==> config.mk <==
export PLATFORM = sky130hd
export DESIGN_NAME = uart_tx_fifo
export DESIGN_NICKNAME = d
export VERILOG_FILES = /design/src/rtl/uart_pkg.sv /design/src/rtl/uart_byte_fifo.sv /design/src/rtl/uart_tx_fifo.sv
export SDC_FILE = /design/constraint.sdc
export NUM_CORES = 1
export LEC_CHECK = 0
export ABC_AREA = 1
export BUFFER_PORTS_ARGS = -buffer_cell sky130_fd_sc_hd__buf_2
export CAP_MARGIN = 20
export CORE_MARGIN = 8
export CORE_UTILIZATION = 30
export DETAILED_ROUTE_END_ITERATION = 8
export PLACE_DENSITY = 0.52
export SYNTH_ARGS = -nofsm -noshare
export SYNTH_HDL_FRONTEND = slang
export SYNTH_SLANG_ARGS = --single-unit
==> constraint.sdc <==
create_clock -name clk -period 5.97 [get_ports clk]
set_input_delay 0.597 -clock clk [delete_from_list [all_inputs] [get_ports clk]]
set_output_delay 0.597 -clock clk [all_outputs]
set_load 0.02 [all_outputs]
==> src/rtl/uart_pkg.sv <==
// rtl/uart_pkg.sv - launcher state encodings and default constants for the UART TX FIFO
package uart_pkg;

    typedef enum logic [1:0] {
        TX_IDLE       = 2'd0,
        TX_LAUNCH     = 2'd1,
        TX_WAIT_START = 2'd2,
        TX_WAIT_DONE  = 2'd3
    } tx_state_e;

    localparam int DEFAULT_DEPTH_LOG2    = 4;
    localparam int DEFAULT_LOW_WATERMARK = 4;
    localparam int DEFAULT_START_TIMEOUT = 3;

endpackage

==> src/rtl/uart_byte_fifo.sv <==
// rtl/uart_byte_fifo.sv - generic synchronous 8-bit FIFO with push/pop/flush and occupancy count
module uart_byte_fifo
    import uart_pkg::*;
#(
    parameter int DEPTH_LOG2 = DEFAULT_DEPTH_LOG2
) (
    input  logic                  clk,
    input  logic                  rst,
    input  logic                  push,
    input  logic [7:0]            push_data,
    input  logic                  pop,
    input  logic                  flush,
    output logic [7:0]            head_data,
    output logic                  full,
    output logic                  empty,
    output logic [DEPTH_LOG2:0]   count
);

    localparam int DEPTH = 1 << DEPTH_LOG2;
    localparam logic [DEPTH_LOG2-1:0] PTR_ONE  = {{(DEPTH_LOG2-1){1'b0}}, 1'b1};
    localparam logic [DEPTH_LOG2:0]   CNT_ONE  = {{DEPTH_LOG2{1'b0}}, 1'b1};
    localparam logic [DEPTH_LOG2:0]   CNT_FULL = (DEPTH_LOG2+1)'(DEPTH);

    logic [7:0]            mem_q [DEPTH];
    logic [DEPTH_LOG2-1:0] wr_ptr_q, wr_ptr_d;
    logic [DEPTH_LOG2-1:0] rd_ptr_q, rd_ptr_d;
    logic [DEPTH_LOG2:0]   count_q, count_d;
    logic                  do_push;
    logic                  do_pop;

    assign full      = (count_q == CNT_FULL);
    assign empty     = (count_q == '0);
    assign count     = count_q;
    assign head_data = mem_q[rd_ptr_q];

    // Guard against overrun/underrun locally so the FIFO is safe on its own.
    assign do_push = push && !full && !flush;
    assign do_pop  = pop && !empty && !flush;

    // Next pointer/count; flush collapses everything back to empty in one cycle.
    always_comb begin
        wr_ptr_d = wr_ptr_q;
        rd_ptr_d = rd_ptr_q;
        count_d  = count_q;
        if (flush) begin
            wr_ptr_d = '0;
            rd_ptr_d = '0;
            count_d  = '0;
        end else begin
            if (do_push) wr_ptr_d = wr_ptr_q + PTR_ONE;
            if (do_pop)  rd_ptr_d = rd_ptr_q + PTR_ONE;
            case ({do_push, do_pop})
                2'b10:   count_d = count_q + CNT_ONE;
                2'b01:   count_d = count_q - CNT_ONE;
                default: count_d = count_q;
            endcase
        end
    end

    // Pointer and count registers.
    always_ff @(posedge clk) begin
        if (!rst) begin
            wr_ptr_q <= '0;
            rd_ptr_q <= '0;
            count_q  <= '0;
        end else begin
            wr_ptr_q <= wr_ptr_d;
            rd_ptr_q <= rd_ptr_d;
            count_q  <= count_d;
        end
    end

    // Storage array; contents need no reset since count gates every read.
    always_ff @(posedge clk) begin
        if (do_push) mem_q[wr_ptr_q] <= push_data;
    end

endmodule

==> src/rtl/uart_tx_fifo.sv <==
// rtl/uart_tx_fifo.sv - byte FIFO plus launcher feeding the UART core; UART_TX_FIFO_LEVEL_EN adds level/low_water
module uart_tx_fifo
    import uart_pkg::*;
#(
    parameter int DEPTH_LOG2    = DEFAULT_DEPTH_LOG2,
    parameter int LOW_WATERMARK = DEFAULT_LOW_WATERMARK,
    parameter int START_TIMEOUT = DEFAULT_START_TIMEOUT
) (
    input  logic                clk,
    input  logic                rst,
    input  logic                wr_stb,
    input  logic [7:0]          wr_data,
    input  logic                flush,
    input  logic                clear_overflow,
    output logic                full,
    output logic                empty,
    output logic                overflow,
    output logic                busy,
    output logic                transmit,
    output logic [7:0]          tx_byte,
    input  logic                is_transmitting
`ifdef UART_TX_FIFO_LEVEL_EN
    ,
    output logic [DEPTH_LOG2:0] level,
    output logic                low_water
`endif
);

    localparam int TMO_W = (START_TIMEOUT > 1) ? $clog2(START_TIMEOUT) : 1;
    localparam logic [TMO_W-1:0] TMO_LAST = TMO_W'(START_TIMEOUT - 1);
    localparam logic [TMO_W-1:0] TMO_ONE  = {{(TMO_W-1){1'b0}}, 1'b1};

    tx_state_e           state_q, state_d;
    logic [TMO_W-1:0]    timer_q, timer_d;
    logic                transmit_q, transmit_d;
    logic [7:0]          tx_byte_q, tx_byte_d;
    logic                overflow_q, overflow_d;

    logic                fifo_full;
    logic                fifo_empty;
    logic [7:0]          fifo_head;
    logic [DEPTH_LOG2:0] fifo_count;
    logic                push;
    logic                pop;
    logic                ovf_set;

    // A byte is accepted only when there is room and no flush this cycle.
    assign push    = wr_stb && !fifo_full && !flush;
    assign ovf_set = wr_stb && fifo_full && !flush;

    uart_byte_fifo #(
        .DEPTH_LOG2 (DEPTH_LOG2)
    ) u_fifo (
        .clk       (clk),
        .rst       (rst),
        .push      (push),
        .push_data (wr_data),
        .pop       (pop),
        .flush     (flush),
        .head_data (fifo_head),
        .full      (fifo_full),
        .empty     (fifo_empty),
        .count     (fifo_count)
    );

    assign full     = fifo_full;
    assign empty    = fifo_empty;
    assign overflow = overflow_q;
    assign transmit = transmit_q;
    assign tx_byte  = tx_byte_q;
    assign busy     = (fifo_count != '0) || (state_q != TX_IDLE);

    // Launcher next state: pop and launch from IDLE, then track the core's busy status.
    always_comb begin
        state_d    = state_q;
        timer_d    = timer_q;
        transmit_d = 1'b0;
        tx_byte_d  = tx_byte_q;
        pop        = 1'b0;
        case (state_q)
            TX_IDLE: begin
                if (!fifo_empty && !is_transmitting) begin
                    state_d    = TX_LAUNCH;
                    tx_byte_d  = fifo_head;
                    pop        = 1'b1;
                    transmit_d = 1'b1;
                end
            end
            TX_LAUNCH: begin
                state_d = TX_WAIT_START;
                timer_d = '0;
            end
            TX_WAIT_START: begin
                // A core that never starts (e.g. reset by a divider change) must not wedge us.
                if (is_transmitting) begin
                    state_d = TX_WAIT_DONE;
                end else if (timer_q == TMO_LAST) begin
                    state_d = TX_IDLE;
                end else begin
                    timer_d = timer_q + TMO_ONE;
                end
            end
            TX_WAIT_DONE: begin
                if (!is_transmitting) state_d = TX_IDLE;
            end
            default: state_d = TX_IDLE;
        endcase
    end

    // Sticky overflow; a new drop in the same cycle beats the clear.
    always_comb begin
        overflow_d = overflow_q;
        if (ovf_set) begin
            overflow_d = 1'b1;
        end else if (clear_overflow) begin
            overflow_d = 1'b0;
        end
    end

    // Launcher and status registers.
    always_ff @(posedge clk) begin
        if (!rst) begin
            state_q    <= TX_IDLE;
            timer_q    <= '0;
            transmit_q <= 1'b0;
            tx_byte_q  <= 8'h00;
            overflow_q <= 1'b0;
        end else begin
            state_q    <= state_d;
            timer_q    <= timer_d;
            transmit_q <= transmit_d;
            tx_byte_q  <= tx_byte_d;
            overflow_q <= overflow_d;
        end
    end

`ifdef UART_TX_FIFO_LEVEL_EN
    localparam logic [DEPTH_LOG2:0] LVL_ONE = {{DEPTH_LOG2{1'b0}}, 1'b1};
    localparam logic [DEPTH_LOG2:0] LVL_LOW = (DEPTH_LOG2+1)'(LOW_WATERMARK);

    logic [DEPTH_LOG2:0] level_nxt;
    logic                low_water_q, low_water_d;

    assign level     = fifo_count;
    assign low_water = low_water_q;

    // Next occupancy, so the registered low_water lines up with the count.
    always_comb begin
        level_nxt = fifo_count;
        if (flush) begin
            level_nxt = '0;
        end else if (push && !pop) begin
            level_nxt = fifo_count + LVL_ONE;
        end else if (pop && !push) begin
            level_nxt = fifo_count - LVL_ONE;
        end
        low_water_d = (level_nxt <= LVL_LOW);
    end

    // Registered watermark flag for interrupt use.
    always_ff @(posedge clk) begin
        if (!rst) begin
            low_water_q <= 1'b1;
        end else begin
            low_water_q <= low_water_d;
        end
    end
`endif

endmodule

==> summary.md, run 1 <==
| Metric | Value |
|---|---|
| Syn Area/Cell | `9.83 um2` |
| Die area | `27900 um2` |
| # clock sinks | `155` |
| PostCTS Resize Cnt | `0` |
| Post-route DRC | `0` |
| DR vias/cell | `4.40` |
| Top-area cell type share of the netlist area | `56.2%` |
| Total track usage | `11.7%` |
| Register area share after synthesis | `64.1%` |
| Vias in the first global route | `4411` |
| Setup bufs post-CTS | `0` |
| CP endpoint kind | `register` |
| Die width | `167 um` |
| Clock skew | `13.7 ps` |
| Slowest stage cell on the critical path | `buf_4` |
| Pre-CTS WS | `3300 ps` |
| First-pass GRT wire length | `24.8 mm` |
| CORE AREA | `22500 um2` |
| Most common cell on crit path | `nand2_1` |
| Post-DP Area | `7210 um2` |
| Clk pin slew, worst setup/hold paths | `60 ps` |
| Ys flop type | `edfxtp_1` |
| Synth async-reset ratio | `0%` |
| Fin crit share | `41.9%` |
| Slew Viols, Final | `0` |
| Drt first pass iters | `5` |
| Area growth from synthesis to layout | `13.8%` |
| Cts hold-fix bufs | `0` |
| Nets | `744` |
| Cells after synthesis | `696` |
| Height of the die | `167 um` |
| Layout cells sized above 1 | `10.2%` |
| Most instantiated cells after synthesis | `nand2_1, edfxtp_1, inv_1` |
| Internal | `0.00185 W` |
| RePlAce Congestion | `0.765` |
| Minimum clock period | `2500 ps` |
| EDFF count, synth | `128` |
| Sequential power share | `49.5%` |
| Area leader, netlist | `edfxtp_1` |
| Port bufs | `26` |
| Clk Latency, worst-skew pair | `420 ps` |
| Worst Hold Class | `primary input to register` |
| CP max stage delay | `590 ps` |
| Inserted Clock Buffers | `17` |
| Total vias in the final route | `4473` |
| IO Count | `27` |
| Switch share | `23.5%` |
| Clk root buf | `clkbuf_16` |
| Combinational Power Share | `6.6%` |
| Largest net degree at the start of global routing | `68` |
| Worst Path Max Fanout | `67` |
| Routed WL per cell | `15.4 um` |
| CTS tree | `yes` |
| H-tree levels | `4` |
| Critical path data required time | `6290 ps` |
| Max_cap viols | `0` |
| Initial DRC count | `253` |
| Register bit total from synthesis | `155` |
| Worst slew margin | `41.0%` |
| Fin. Hold Viols | `0` |
| Antenna viol nets, final | `0` |
| Power share of the clock group | `43.8%` |
| Gr ovfl total | `0` |
| VDD IR max | `0.204 mV` |
| Startpoint class of the critical path | `register` |
| Yosys warns | `0` |
| Post-route design area | `7780 um2` |
| Worst slew pin tran | `881 ps` |
| Antenna cells | `0` |
| Cell area after synthesis | `6840 um2` |
| Routed wire length | `15.6 mm` |
| Run status | `complete, no violations` |
| Initial Utilization | `30.4%` |
| Psw | `0.000568 W` |
| Max frequency | `399 MHz` |
| Initial antenna violation count | `0` |
| Hpwl dp | `9.95 mm` |
| Cell Rows | `55` |
| Ranking of synthesized cells by area | `edfxtp_1, nand2_1, dfxtp_1, nand3_1, inv_1` |
| Pwr Density | `310 nW/um2` |
| Library cells used by synthesis | `30` |
| Clock Tree Buf Depth | `2` |
| Count leader, synth | `nand2_1` |
| Unrepaired setup endpoints after global routing | `false` |
| WS Path Type | `register to register` |
| Final WS setup | `3470 ps` |
| Setup TNS | `0 ps` |
| Syn nets | `721` |
| Lkg Pwr | `3.23 nW` |
| Worst-path cell chain | `buf_4 > inv_2 > buf_4 > nand2_1 > nand2_1 > nand2_1 > nand3_1 > nand3_1 > nand3_1 > nand2_1 > inv_1` |
| Critical path arrival | `2820 ps` |
| Final setup fails | `0` |
## worst paths after layout
kind | end | cells past startpoint | slack [ps] | startpoint
max | tx_byte[4] | 11 | 3470 | u_fifo.rd_ptr_q[0]
min | overflow | 4 | 430 | clear_overflow
max reg2reg | tx_byte[4] | 11 | 3470 | u_fifo.rd_ptr_q[0]
min reg2reg | timer_q[0] | 1 | 440 | timer_q[0]
## routing by layer
metal	global-route usage [%]	routed length (um)	vias to the layer above
met3	2.70	513	8
li1	-	-	2303
met2	19.8	7840	69
met4	4.19	153	0
met5	0	0	-
met1	14.3	7140	2093
## layout make-up
class / instances / area, um2
fillers: 2210 / 14700
clock inverters: 15 / 150
well taps: 285 / 357
flip-flops and latches: 155 / 4390
repair buffers: 31 / 168
clock buffers: 17 / 425
multi-input cells: 409 / 1900
inverters: 105 / 394
## cell families (layout without fill, tap and decap cells)
group	after synthesis	count (layout)	share of synthesized area [%]
simple gates	359	359	22.0
fa+ha+maj	11	11	2.12
compound gates	34	34	3.11
buf+inv	132	168	8.07
flops	155	155	64.1
xor+xnor	5	5	0.640
## cells in the final DEF (no fill, tap or decap), types with 2 or more instances in the layout
master | synthesis | layout
nand2_1 | 225 | 225
nand3_1 | 96 | 96
xor2_1 | 4 | 4
a21oi_1 | 11 | 11
nor2_1 | 29 | 29
clkinv_4 | 0 | 2
nand2_2 | 4 | 4
clkinvlp_4 | 0 | 4
o21a_1 | 8 | 8
buf_2 | 12 | 26
dfxtp_1 | 27 | 26
bufinv_16 | 0 | 2
ha_1 | 10 | 10
edfxtp_1 | 128 | 128
buf_4 | 7 | 5
a211oi_1 | 4 | 4
inv_2 | 2 | 2
inv_6 | 0 | 2
nor2_2 | 2 | 2
inv_1 | 102 | 102
clkinv_2 | 0 | 5
clkbuf_16 | 0 | 17
o21ai_0 | 7 | 7
## sequential cells by signal, summed over array words and instances, names as in the netlist
signal / count
state_q: 2
u_fifo.mem_q: 128
u_fifo.rd_ptr_q: 4
u_fifo.count: 5
tx_byte: 8
overflow: 1
transmit: 1
u_fifo.wr_ptr_q: 4
timer_q: 2
## stage by stage
| step | cells | util, % | hold WS [ps] | total power, W |
|---|---|---|---|---|
| after floorplan | 696 | - | 407 | 0.00133 |
| after global placement | 985 | 32.0 | 421 | 0.00139 |
| after detailed placement | 985 | 32.0 | 421 | 0.00139 |
| after CTS | 1017 | 34.6 | 403 | 0.00244 |
| after global routing | 1017 | 34.6 | 416 | 0.00250 |
| final | 1017 | 34.6 | 427 | 0.00242 |
## power groups by stage
stage	Combinational, W	Clock [W]	Sequential, W
2_1_floorplan	0.000102	0	0.00123
3_3_place_gp	0.000165	0	0.00122
3_5_place_dp	0.000165	0	0.00122
4_1_cts	0.000165	0.00108	0.00120
5_1_grt	0.000182	0.00112	0.00120
6_report	0.000160	0.00106	0.00120
## critical path: cells and delay by family, from the launching register on
family / cells / cell delay [ps]
buffers and inverters: 4 / 1470
DFF: 1 / 310
and+or+nand+nor: 7 / 600
Power figures use the tool's default switching activity.
==> run 2, diff against run 1 <==
Settings changed: PLACE_DENSITY 0.52 to 0.53.
Clock period 5.97 ns to 2.1 ns, I/O delays scaled along.
==> summary.md, run 2 (synthesis gave the netlist of run 1 again) <==
| Metric | Value |
|---|---|
| Run status | `complete, no violations (unchanged)` |
| Total track usage | `11.9% (was 11.7%)` |
| Nets | `775 (was 744)` |
| Clk pin slew, worst setup/hold paths | `60 ps (about the same)` |
| Initial antenna violation count | `0 (unchanged)` |
| Final setup fails | `0 (unchanged)` |
| Layout cells sized above 1 | `14.5% (was 10.2%)` |
| RePlAce Congestion | `0.794 (was 0.765)` |
| IO Count | `27 (unchanged)` |
| Vias in the first global route | `4690 (was 4411)` |
| Largest net degree at the start of global routing | `67 (was 68)` |
| H-tree levels | `4 (unchanged)` |
| Hold-critical path endpoint | `overflow (unchanged)` |
| R2R Path Start | `u_fifo.count[0] (was u_fifo.rd_ptr_q[0])` |
| CTS tree | `yes (unchanged)` |
| Clk root buf | `clkbuf_16 (unchanged)` |
| Routed WL per cell | `15.2 um (was 15.4 um)` |
| Most common cell after layout, fill and taps aside | `nand2_1 (unchanged)` |
| Initial Utilization | `30.4% (unchanged)` |
| WS Path Type | `register to register (unchanged)` |
| Drt first pass iters | `4 (was 5)` |
| Critical path data required time | `2400 ps (was 6290 ps)` |
| First-pass GRT wire length | `25.5 mm (was 24.8 mm)` |
| Inserted Clock Buffers | `17 (unchanged)` |
| Largest register by flop count | `u_fifo.mem_q (unchanged)` |
| Max frequency | `519 MHz (was 399 MHz)` |
| Pwr Total | `0.00713 W (was 0.00242 W)` |
| # clock sinks | `155 (unchanged)` |
| Placed insts | `1016 (was 985)` |
| Worst Hold Class | `primary input to register (unchanged)` |
| Clk Latency, worst-skew pair | `420 ps (about the same)` |
| Post-route DRC | `0 (unchanged)` |
| R2r worst-path depth | `15 (was 11)` |
| Fin. Hold Viols | `0 (unchanged)` |
| Worst slew pin tran | `554 ps (was 881 ps)` |
| Fin crit share | `91.8% (was 41.9%)` |
| Hold Crit Depth | `4 (unchanged)` |
| CORE AREA | `22500 um2 (unchanged)` |
| Startpoint class of the critical path | `register (unchanged)` |
| Worst reg-to-reg setup slack | `170 ps (was 3470 ps)` |
| Commonest non-fill, non-tap cells in the layout | `nand2_1, edfxtp_1, inv_1 (unchanged)` |
| Initial DRC count | `248 (was 253)` |
| Die area | `27900 um2 (unchanged)` |
| Critical path arrival | `2220 ps (was 2820 ps)` |
| Unrepaired setup endpoints after global routing | `false (unchanged)` |
| Gr ovfl total | `0 (unchanged)` |
| Area growth from synthesis to layout | `18.7% (was 13.8%)` |
| Slew Viols, Final | `0 (unchanged)` |
| Max_cap viols | `0 (unchanged)` |
| Minimum clock period | `1930 ps (was 2500 ps)` |
| Routed wire length | `15.9 mm (was 15.6 mm)` |
| Hpwl dp | `10.1 mm (was 9.95 mm)` |
| Max FFs per register | `128 (unchanged)` |
| Antenna viol nets, final | `0 (unchanged)` |
| Total vias in the final route | `4665 (was 4473)` |
| Pwr Density | `878 nW/um2 (was 310 nW/um2)` |
| Worst Path Max Fanout | `5 (was 67)` |
| Port bufs | `26 (unchanged)` |
| Cell Rows | `55 (unchanged)` |
| Reg-to-reg endpoint | `u_fifo.count[4] (was tx_byte[4])` |
| Clock Tree Buf Depth | `2 (unchanged)` |
| VDD IR max | `0.565 mV (was 0.204 mV)` |
| Layout fillers | `2212 (was 2210)` |
| CP endpoint kind | `register (unchanged)` |
| Die width | `167 um (unchanged)` |
| Lkg Pwr | `3.43 nW (was 3.23 nW)` |
| Antenna cells | `0 (unchanged)` |
| DR vias/cell | `4.45 (was 4.40)` |
| Setup TNS | `0 ps (unchanged)` |
| Worst slew margin | `63.0% (was 41.0%)` |
| Height of the die | `167 um (unchanged)` |
| Final Non-Filler Cells | `1048 (was 1017)` |
| Hold Startpoint | `clear_overflow (unchanged)` |
| Cts hold-fix bufs | `0 (unchanged)` |
| Clock skew | `11.3 ps (was 13.7 ps)` |
[run 2: report_power, final]
part / switching, W / internal, W
Sequential: 0.0000272 / 0.00337
Combinational: 0.000345 / 0.000171
Clock: 0.00123 / 0.00199
Total: 0.00160 / 0.00553
[run 2: worst max-delay path, stage by stage (launching register included)]
cell     delay (ps)
dfxtp_1         340
inv_2            70
nand4_2         110
nand3_2         100
nor2_4          120
ha_4            150
inv_1            50
fa_2            350
inv_1            70
nand2_1          50
a21oi_2         140
nor2_1           50
nand2_1          50
nand2_1          50
nand2_1          50
a21oi_1          50
[run 2: cell type report]
| cell class | count | area [um2] | share of cell area, % |
|---|---|---|---|
| multi-input cells | 409 | 1930 | 23.8 |
| clock inverters | 15 | 196 | 2.42 |
| clock buffers | 17 | 425 | 5.24 |
| inverters | 105 | 394 | 4.85 |
| well taps | 285 | 357 | 4.39 |
| flip-flops and latches | 155 | 4390 | 54.0 |
| repair buffers | 62 | 425 | 5.24 |
[run 2: per-stage QoR]
stage | utilization (%) | instance area (um2) | worst slack, ps | hold WS (ps)
2_1_floorplan | - | 6850 | 14.5 | 309
4_1_cts | 36.0 | 8090 | 9.35 | 32.4
3_3_place_gp | 33.2 | 7470 | 36.8 | 419
3_5_place_dp | 33.2 | 7470 | 21.4 | 443
5_1_grt | 36.1 | 8120 | 8.92 | 43.0
6_report | 36.1 | 8120 | 171 | 52.3
[run 2: routing by layer]
metal  track usage (%)  routed length [um]  up-vias  part of all wire [%]
li1                  -                   -     2365                     -
met1              14.6                7430     2197                    47
met2              19.7                7520       85                    47
met3              2.84                 588       18                   3.7
met4              5.37                 356        0                   2.2
met5                 0                   0        -                     0
[run 2: worst max path at each step]
stage                      end  depth (start not counted)  slack, ps             from
2_1_floorplan  u_fifo.count[4]                         15         10  u_fifo.count[1]
3_3_place_gp   u_fifo.count[4]                         15         40  u_fifo.count[0]
3_5_place_dp   u_fifo.count[4]                         15         20  u_fifo.count[0]
4_1_cts        u_fifo.count[4]                         15          9  u_fifo.count[1]
5_1_grt        u_fifo.count[4]                         14          9  u_fifo.count[2]
6_report       u_fifo.count[4]                         15        170  u_fifo.count[0]
[run 2: timing repair]
item	in CTS	in global routing
resized for setup	0	6
endpoints found under the setup margin	0	2
buffers inserted	0	0
